## config.mk

```make
export PLATFORM = sky130hd
export DESIGN_NAME = matrix_window_ctrl
export DESIGN_NICKNAME = d
export VERILOG_FILES = /design/src/rtl/matrix_window_ctrl.sv
export SDC_FILE = /design/constraint.sdc
export NUM_CORES = 1
export LEC_CHECK = 0
export ABC_CLOCK_PERIOD_IN_PS = 3000
export BUFFER_PORTS_ARGS = -buffer_cell sky130_fd_sc_hd__buf_2
export CORE_ASPECT_RATIO = 2
export CORE_MARGIN = 5
export CORE_UTILIZATION = 58
export DETAILED_ROUTE_END_ITERATION = 12
export PLACE_DENSITY = 0.8
export SLEW_MARGIN = 20
export SYNTH_ARGS = -nofsm -noshare
export SYNTH_HDL_FRONTEND = slang
export SYNTH_SLANG_ARGS = --single-unit
```

## constraint.sdc

```tcl
create_clock -name sys_clk -period 3 [get_ports sys_clk]
set_input_delay 0.15 -clock sys_clk [delete_from_list [all_inputs] [get_ports sys_clk]]
set_output_delay 0.15 -clock sys_clk [all_outputs]
set_load 0.01 [all_outputs]
```

## src/rtl/matrix_window_ctrl.sv

```systemverilog
// matrix_window_ctrl: frame/line sequencing for a 3x3 matrix generator.
// Tracks the position of the next pixel, decides which accepted pixels
// complete a fully interior 3x3 window, and delays each window event so it
// lines up with the generator's internal pipeline.
//
// Handshake: wr_en qualifies exactly one pixel in the cycle it is high; there
// is no backpressure, so every wr_en seen in PRIME/ACTIVE is consumed.
module matrix_window_ctrl #(
    parameter int IMG_W    = 800,
    parameter int IMG_H    = 480,
    parameter int PIPE_DLY = 3
) (
    input  logic        sys_clk,
    input  logic        sys_rst_n,
    input  logic        pre_vsync,
    input  logic        pre_href,
    input  logic        wr_en,
    output logic        buf_clr,
    output logic        busy,
    output logic [1:0]  state,
    output logic [11:0] col_cnt,
    output logic [10:0] row_cnt,
    output logic        win_valid,
    output logic [11:0] win_x,
    output logic [10:0] win_y,
    output logic        frame_done,
    output logic        frame_abort,
    output logic        line_err
);

    typedef enum logic [1:0] {
        ST_IDLE   = 2'd0,
        ST_PRIME  = 2'd1,
        ST_ACTIVE = 2'd2,
        ST_DONE   = 2'd3
    } state_t;

    // One delayed window event; 'last' marks the final window of the frame.
    typedef struct packed {
        logic        valid;
        logic        last;
        logic [11:0] x;
        logic [10:0] y;
    } win_ent_t;

    localparam logic [11:0] COL_LAST   = 12'(IMG_W - 1);
    localparam logic [10:0] ROW_LAST   = 11'(IMG_H - 1);
    localparam logic [10:0] ROW_PRIMED = 11'd2;

    state_t                     state_q, state_d;
    logic                       vsync_q, href_q;
    logic [11:0]                col_q, col_d;
    logic [10:0]                row_q, row_d;
    logic                       line_err_q, line_err_d;
    logic                       buf_clr_q, frame_abort_q;
    win_ent_t [PIPE_DLY-1:0]    pipe_q;
    win_ent_t                   new_ent;

    logic in_frame, vs_edge, href_fall, pix_acc, last_pix, short_close;

    assign in_frame    = (state_q == ST_PRIME) || (state_q == ST_ACTIVE);
    assign vs_edge     = pre_vsync && !vsync_q;
    assign href_fall   = href_q && !pre_href;
    assign pix_acc     = in_frame && wr_en && !vs_edge;
    assign last_pix    = pix_acc && (col_q == COL_LAST) && (row_q == ROW_LAST);
    assign short_close = in_frame && !vs_edge && !wr_en && href_fall && (col_q != 12'd0);

    // Input history for edge detection; vsync history resets high so a
    // vsync already asserted when reset releases is not seen as an edge.
    always_ff @(posedge sys_clk or negedge sys_rst_n) begin
        if (!sys_rst_n) begin
            vsync_q <= 1'b1;
            href_q  <= 1'b0;
        end else begin
            vsync_q <= pre_vsync;
            href_q  <= pre_href;
        end
    end

    // FSM state register.
    always_ff @(posedge sys_clk or negedge sys_rst_n) begin
        if (!sys_rst_n) state_q <= ST_IDLE;
        else            state_q <= state_d;
    end

    // FSM next state: vsync edge always restarts; PRIME waits for two lines.
    always_comb begin
        state_d = state_q;
        if (vs_edge) begin
            state_d = ST_PRIME;
        end else begin
            case (state_q)
                ST_PRIME: begin
                    if (last_pix)                 state_d = ST_DONE;
                    else if (row_d == ROW_PRIMED) state_d = ST_ACTIVE;
                end
                ST_ACTIVE: begin
                    if (last_pix) state_d = ST_DONE;
                end
                default: state_d = state_q;
            endcase
        end
    end

    // FSM outputs.
    always_comb begin
        busy  = in_frame;
        state = state_q;
    end

    // Pixel position and short-line bookkeeping.
    always_comb begin
        col_d      = col_q;
        row_d      = row_q;
        line_err_d = line_err_q;
        if (vs_edge) begin
            col_d      = 12'd0;
            row_d      = 11'd0;
            line_err_d = 1'b0;
        end else if (pix_acc) begin
            if (col_q == COL_LAST) begin
                col_d = 12'd0;
                row_d = (row_q == ROW_LAST) ? 11'd0 : row_q + 11'd1;
            end else begin
                col_d = col_q + 12'd1;
            end
        end else if (short_close) begin
            line_err_d = 1'b1;
            col_d      = 12'd0;
            // A short final line cannot push the row past the frame.
            if (row_q != ROW_LAST) row_d = row_q + 11'd1;
        end
    end

    // Counter, sticky error and single-cycle pulse registers.
    always_ff @(posedge sys_clk or negedge sys_rst_n) begin
        if (!sys_rst_n) begin
            col_q         <= 12'd0;
            row_q         <= 11'd0;
            line_err_q    <= 1'b0;
            buf_clr_q     <= 1'b0;
            frame_abort_q <= 1'b0;
        end else begin
            col_q         <= col_d;
            row_q         <= row_d;
            line_err_q    <= line_err_d;
            buf_clr_q     <= vs_edge;
            frame_abort_q <= vs_edge && in_frame;
        end
    end

    // Window event for the pixel accepted this cycle (centre is one up/left).
    always_comb begin
        new_ent = '0;
        if (pix_acc && (col_q >= 12'd2) && (row_q >= 11'd2)) begin
            new_ent.valid = 1'b1;
            new_ent.last  = last_pix;
            new_ent.x     = col_q - 12'd1;
            new_ent.y     = row_q - 11'd1;
        end
    end

    // Delay line matching the generator latency; an abort discards it.
    always_ff @(posedge sys_clk or negedge sys_rst_n) begin
        if (!sys_rst_n) begin
            pipe_q <= '0;
        end else if (vs_edge && in_frame) begin
            pipe_q <= '0;
        end else begin
            pipe_q[0] <= new_ent;
            for (int i = 1; i < PIPE_DLY; i++) begin
                pipe_q[i] <= pipe_q[i-1];
            end
        end
    end

    assign buf_clr     = buf_clr_q;
    assign frame_abort = frame_abort_q;
    assign line_err    = line_err_q;
    assign col_cnt     = col_q;
    assign row_cnt     = row_q;
    assign win_valid   = pipe_q[PIPE_DLY-1].valid;
    assign win_x       = pipe_q[PIPE_DLY-1].x;
    assign win_y       = pipe_q[PIPE_DLY-1].y;
    assign frame_done  = pipe_q[PIPE_DLY-1].valid && pipe_q[PIPE_DLY-1].last;

endmodule

```

==> metrics, run 1 <==
RD Place Congestion 0.963; VDD IR-drop max 0.000453 V; H-tree depth 3; # fillers 659; Avg WL per Cell 18.1 um; Post-synth EDFFs 0; YS warnings 0; Synth cell types 57; clock-pin slew on the worst setup and hold paths 0.07 ns; largest cells by area after synthesis dfrtp_1 54%, nor2b_1 6.6%, nor2_1 4.0%; maxcap violations 0; Hold Crit Depth 4; WP data required 3.24 ns; WL final 11.5 mm; Clock Sinks 105; IO buf count 58; Worst Path Arrival 3.11 ns; Final Max Tran Viols 0; global-route wire length before repair 18.6 mm; Die ar. 10400 um2; vias per cell 5.78; layout cells sized above 1 0.239; crit end category flip-flop; Worst-Margin Slew 0.599 ns; Synth Instances 470; antenna-violating nets left 0; area leader, netlist dfrtp_1; worst-skew pair later-pin latency 0.35 ns; FF-to-FF path depth 9; Yosys reg bits 105; # setup viols final 0; crit share post-route 0.954; WS Path Type flip-flop to flip-flop; Die Y 139 um; number of buffers created by CTS 9; Synthesized Nets 485; synth cell count leaders 104 x dfrtp_1, 51 x nor2_1, 51 x nor2b_1, 32 x nand2_1, 23 x buf_4; Vias 3685; P_leak 2.90 nW; Tmin final 2.86 ns; DP Wirelength 8.27 mm; power per cell area 792 nW/um2; worst hold endpoint row_cnt[2]$_DFF_PN0_; Tot Pwr 4.50 mW; Final Skew 0.0111 ns; CP startpoint kind flip-flop; RSZ-0062 raised after global routing no; initial antenna violation count 0; DRC viols 0; Cell Area, Synth 4830 um2; Synth Flop Type dfrtp_1; relative max-transition margin 0.598; Cell Rows 47; Initial Util 0.587; outcome finished, final reports clean; sequential share of the synthesized area 0.544; CP max FO 8; synthesized area per cell 10.3 um2; die width 74.6 um; Max Clock Freq 0.349 GHz; Layout Nets 549; area growth from synthesis to layout 17.5%; reg2reg end state[0]$_DFFE_PN0P_; R2R Path Start state[0]$_DFFE_PN0P_; Post-synth ARST share 1.00; Hold Path Class input pin to flip-flop; Root Buffer clkbuf_16; CTS max path bufs 2; FF-to-FF setup slack 0.14 ns; Starting DRT DRC Count 265; number of global-route vias before repair 3763; Top Ports 59; CTS tree yes; # diodes 0; largest net degree at the start of global routing 106; Fin. Hold Viols 0; Core Region 8230 um2; Synth top area share 0.538; first-pass detailed-route iteration total 4; most frequent cell after synthesis dfrtp_1; hold wc startpoint wr_en; GR Util All Layers 0.239; grt total ovfl 0; post-route setup TNS 0 ns
[per-layer routing]
metal,GRT usage,share of wire
met5,0,0
met2,0.404,0.54
met1,0.254,0.33
met4,0.182,0.070
met3,0.0341,0.059
[cells in the final DEF, fill, tap and decap left out, types with 8 or more instances in the layout]
master	Yosys	routed
ha_1	10	10
a21oi_1	8	8
nor3_1	17	17
nand2_1	32	32
inv_1	15	15
nand4_1	11	11
nand3_1	12	12
dfrtp_1	104	104
buf_4	23	39
xnor2_1	12	12
clkbuf_16	0	9
nor2b_1	51	51
nor2_1	51	50
buf_2	2	57
o21ai_0	17	16
xor2_1	11	11
[flip-flops by register name (all words and copies together) (netlist names)]
| register | flops |
|---|---|
| frame_abort | 1 |
| col_cnt | 12 |
| state | 2 |
| win_valid | 1 |
| win_x | 12 |
| row_cnt | 11 |
| win_y | 11 |
| href_q | 1 |
| pipe_q | 51 |
| buf_clr | 1 |
| vsync_q | 1 |
| line_err | 1 |
[report_power, final]
group	switching, mW	internal (mW)
Combinational	0.844	0.577
Sequential	0.0968	1.67
Clock	0.539	0.767
[per-stage QoR]
step	utilization	hold WS (ns)	instance area (um2)	std cells	setup slack, ns
2_1_floorplan	-	-0.146	4830	470	0.250
3_3_place_gp	0.642	0.241	5290	617	0.0903
3_5_place_dp	0.642	0.247	5290	617	0.127
4_1_cts	0.687	0.307	5660	636	0.107
5_1_grt	0.690	0.354	5680	637	0.0160
6_report	0.690	0.323	5680	637	0.137
[area by class of cell]
class	instances	area, um2	share of cell area
clock buffer	10	239	0.0421
clock inverter	6	98.8	0.0174
multi-input combinational	302	1900	0.335
tap	98	123	0.0216
sequential	105	2630	0.463
inverter	16	60.1	0.0106
timing repair buffer	100	628	0.111
[kinds of logic (layout without fill, tap and decap cells)]
| family | Yosys count | in the layout | share of synthesized area |
|---|---|---|---|
| flops | 105 | 105 | 0.544 |
| mux | 4 | 4 | 0.00854 |
| fa+ha+maj | 10 | 10 | 0.0259 |
| xor+xnor | 23 | 23 | 0.0417 |
| compound gates | 55 | 55 | 0.0784 |
| simple gates | 210 | 210 | 0.233 |
| buf+inv | 63 | 132 | 0.0691 |
[worst max-delay path, cell delays in order (launching register included)]
cell and delay (ns):
dfrtp_1 0.40, inv_1 0.06, ha_1 0.42, or4_1 0.58, o21ai_0 0.27, o211ai_1 0.24
a311oi_2 0.26, nor4b_4 0.26, nand4_1 0.13, o31a_1 0.13
[worst max-delay path by stage]
stage / from / end / depth (start not counted) / slack, ns
after detailed placement: col_cnt[7]$_DFFE_PN0P_ / state[1]$_DFFE_PN0P_ / 9 / 0.13
after global placement: vsync_q$_DFF_PN1_ / state[0]$_DFFE_PN0P_ / 9 / 0.09
after floorplan: row_cnt[1]$_DFF_PN0_ / state[0]$_DFFE_PN0P_ / 12 / 0.25
final: state[0]$_DFFE_PN0P_ / state[0]$_DFFE_PN0P_ / 9 / 0.14
after global routing: col_cnt[10]$_DFFE_PN0P_ / state[1]$_DFFE_PN0P_ / 9 / 0.02
after CTS: col_cnt[7]$_DFFE_PN0P_ / state[1]$_DFFE_PN0P_ / 9 / 0.11
[what timing repair did]
action,CTS,global route
endpoints found under the hold margin,106,0
resized for setup,0,3
hold buffers,3,0
buffers inserted,0,1
endpoints found under the setup margin,0,2
(Power assumes the default switching activity.)
==> run 2, diff against run 1 <==
--- a/config.mk
+++ b/config.mk
@@ -5,13 +5,13 @@
 export SDC_FILE = /design/constraint.sdc
 export NUM_CORES = 1
 export LEC_CHECK = 0
-export ABC_CLOCK_PERIOD_IN_PS = 3000
+export ABC_CLOCK_PERIOD_IN_PS = 2400
 export BUFFER_PORTS_ARGS = -buffer_cell sky130_fd_sc_hd__buf_2
 export CORE_ASPECT_RATIO = 2
 export CORE_MARGIN = 5
-export CORE_UTILIZATION = 58
+export CORE_UTILIZATION = 52
 export DETAILED_ROUTE_END_ITERATION = 12
-export PLACE_DENSITY = 0.8
+export PLACE_DENSITY = 0.75
 export SLEW_MARGIN = 20
 export SYNTH_ARGS = -nofsm -noshare
 export SYNTH_HDL_FRONTEND = slang
==> constraint.sdc (replaced) <==
create_clock -name sys_clk -period 2.4 [get_ports sys_clk]
set_input_delay 0.12 -clock sys_clk [delete_from_list [all_inputs] [get_ports sys_clk]]
set_output_delay 0.12 -clock sys_clk [all_outputs]
set_load 0.01 [all_outputs]
==> metrics, run 2 (same netlist as run 1, synthesis figures left out) <==
# setup viols final 6 (+6); sequential share of power 0.366 (-0.028); Final Skew 0.00691 ns (-0.00421 ns); P_sw 1.91 mW (+29%); Die Y 146 um (+5.2%); clock-pin slew on the worst setup and hold paths 0.07 ns (about the same); outcome complete, but fails checks; Tmin final 2.56 ns (-0.304 ns); worst hold endpoint line_err$_DFFE_PN0P_; Hold Path Class input pin to flip-flop; Initial Util 0.533 (-0.0544); global-route wire length before repair 20.3 mm (+9.1%); Inst Count DP 685 (+11%); failing checks setup timing; Vias 3973 (+7.8%); Worst Slack Setup Final -0.159 ns (-0.296 ns); Clock Sinks 105 (unchanged); register area 2630 um2 (+0.19%); crit end category flip-flop; Root Buffer clkbuf_16; Core Region 9070 um2 (+10%); P_leak 3.29 nW (+14%); FF-to-FF path depth 12 (+3); CTS tree yes; Clock power frac 0.283 (-0.007); Avg WL per Cell 17.4 um (-3.9%); first-pass detailed-route iteration total 4 (unchanged); CP startpoint kind flip-flop; DRC viols 0 (unchanged); footprint of the multi-input gates 2110 um2 (+11%); worst-skew pair later-pin latency 0.34 ns (about the same); vias per cell 5.57 (-3.7%); area growth from synthesis to layout 33.5%; largest register by flop count pipe_q; RD Place Congestion 0.936 (-2.8%); grt total ovfl 0 (unchanged); Die ar. 11400 um2 (+10%); R2R Path Start row_cnt[0]$_DFF_PN0_; most common cell after layout, fill and taps aside buf_4; antenna-violating nets left 0 (unchanged); Final Max Tran Viols 0 (unchanged); Setup Slack @ Placement -0.337 ns (-0.463 ns); number of global-route vias before repair 4206 (+12%); Layout Nets 621 (+13%); WL final 12.4 mm (+7.5%); largest net degree at the start of global routing 52 (-51%); relative max-transition margin 0.587 (-0.0113); H-tree depth 3 (unchanged); Gate power share 0.351 (+0.035); number of buffers created by CTS 9 (unchanged); VDD IR-drop max 0.000608 V (+34%); Cell Rows 49 (+4.3%); IO buf count 58 (unchanged); power per cell area 933 nW/um2 (+18%); Worst-Margin Slew 0.619 ns (+0.0205 ns); sw frac 0.318 (-0.0115); CP max FO 3 (-5); Hold Crit Depth 5 (+1); DP Wirelength 9.05 mm (+9.4%); Fin. Hold Viols 0 (unchanged); crit share post-route 1.07 (+0.112); hold wc startpoint pre_vsync; CTS max path bufs 2 (unchanged); WS Path Type flip-flop to flip-flop; WP data required 2.63 ns (-0.61 ns); FF-to-FF setup slack -0.16 ns (-0.30 ns); most frequent cells in the layout 109 x buf_4, 100 x dfrtp_1, 57 x buf_2; GR Util All Layers 0.229 (-0.00960); layout cells sized above 1 0.385 (+0.145); RSZ-0062 raised after global routing yes; max FFs per register 51 (unchanged); maxcap violations 0 (unchanged); Top Ports 59 (unchanged); # diodes 0 (unchanged); Starting DRT DRC Count 147 (-45%); Max Clock Freq 0.391 GHz (+12%); die width 78.2 um (+4.9%); Worst Path Arrival 2.79 ns (-0.32 ns); reg2reg end state[0]$_DFFE_PN0P_; post-route insts no fill 713 (+12%); cell-internal power 4.11 mW (+36%); # fillers 703 (+6.7%); initial antenna violation count 0 (unchanged)
==> run 2: changes by cell type in the layout (fill, tap and decap cells not counted), moves of 3 or more <==
cell | previous run | this run
dfrtp_1 | 104 | 100
dfrtp_2 | 0 | 4
buf_4 | 39 | 109
ha_4 | 0 | 3
buf_6 | 0 | 3
nor2_1 | 50 | 47
nor4_1 | 6 | 3
ha_1 | 10 | 7
nand3_1 | 12 | 9
==> run 2: per-stage QoR <==
step                      power [mW]  instance area [um2]  utilization  TNS (ns)  hold slack, ns
final                           6.02                 6460        0.712    -0.354           0.304
after floorplan                 3.46                 4910            -    -0.102          -0.176
after global placement          4.16                 5830        0.643    -0.641           0.165
after detailed placement        4.21                 5830        0.643    -0.598           0.162
after CTS                       6.04                 6390        0.704    -0.173           0.298
after global routing            6.39                 6460        0.712     -1.20           0.361
==> run 2: worst max-delay path, stage by stage, from the launching register on <==
cell and delay (ns):
dfrtp_2 0.39, ha_4 0.15, nand3_4 0.10, nor4_4 0.34, inv_2 0.09, ha_4 0.27, nor3_2 0.03, nand3_1 0.08
o211ai_1 0.18, a311oi_2 0.27, nor4b_4 0.27, nand4_1 0.12, o31a_1 0.13
==> run 2: final cells by class <==
| type | instances | area share |
|---|---|---|
| clock inverter | 6 | 0.0188 |
| clock buffer | 10 | 0.0370 |
| tap | 102 | 0.0198 |
| timing repair buffer | 172 | 0.181 |
| inverter | 16 | 0.00950 |
| multi-input combinational | 302 | 0.326 |
| sequential | 105 | 0.408 |
==> run 2: how the worst max path moves through the flow <==
stage	start	endpoint	slack (ns)
floorplan	col_cnt[5]$_DFFE_PN0P_	state[0]$_DFFE_PN0P_	-0.10
global placement	row_cnt[10]$_DFF_PN0_	state[0]$_DFFE_PN0P_	-0.37
detailed placement	vsync_q$_DFF_PN1_	state[0]$_DFFE_PN0P_	-0.34
CTS	row_cnt[5]$_DFF_PN0_	state[0]$_DFFE_PN0P_	-0.13
global route	row_cnt[0]$_DFF_PN0_	state[0]$_DFFE_PN0P_	-0.30
finish	row_cnt[0]$_DFF_PN0_	state[0]$_DFFE_PN0P_	-0.16
==> run 2: layer usage <==
layer,track usage,wire length [um]
met3,0.0296,538
met1,0.239,4370
met4,0.158,761
met2,0.414,6710
met5,0,0
==> run 2: what timing repair did <==
| item | 4_1_cts | 5_1_grt |
|---|---|---|
| hold endpoints to repair | 45 | 0 |
| resized for setup | 25 | 10 |
| setup endpoints to repair | 3 | 14 |
| gates cloned | 0 | 0 |
| setup buffers | 9 | 1 |
| pin swaps | 15 | 8 |
| hold buffers | 3 | 0 |
==> run 2: power groups by stage <==
| stage | registers (mW) | logic [mW] | clock network (mW) |
|---|---|---|---|
| 2_1_floorplan | 2.28 | 1.18 | 0 |
| 6_report | 2.21 | 2.11 | 1.70 |
| 3_5_place_dp | 2.24 | 1.98 | 0 |
| 5_1_grt | 2.24 | 2.31 | 1.83 |
| 3_3_place_gp | 2.22 | 1.94 | 0 |
| 4_1_cts | 2.21 | 2.09 | 1.75 |
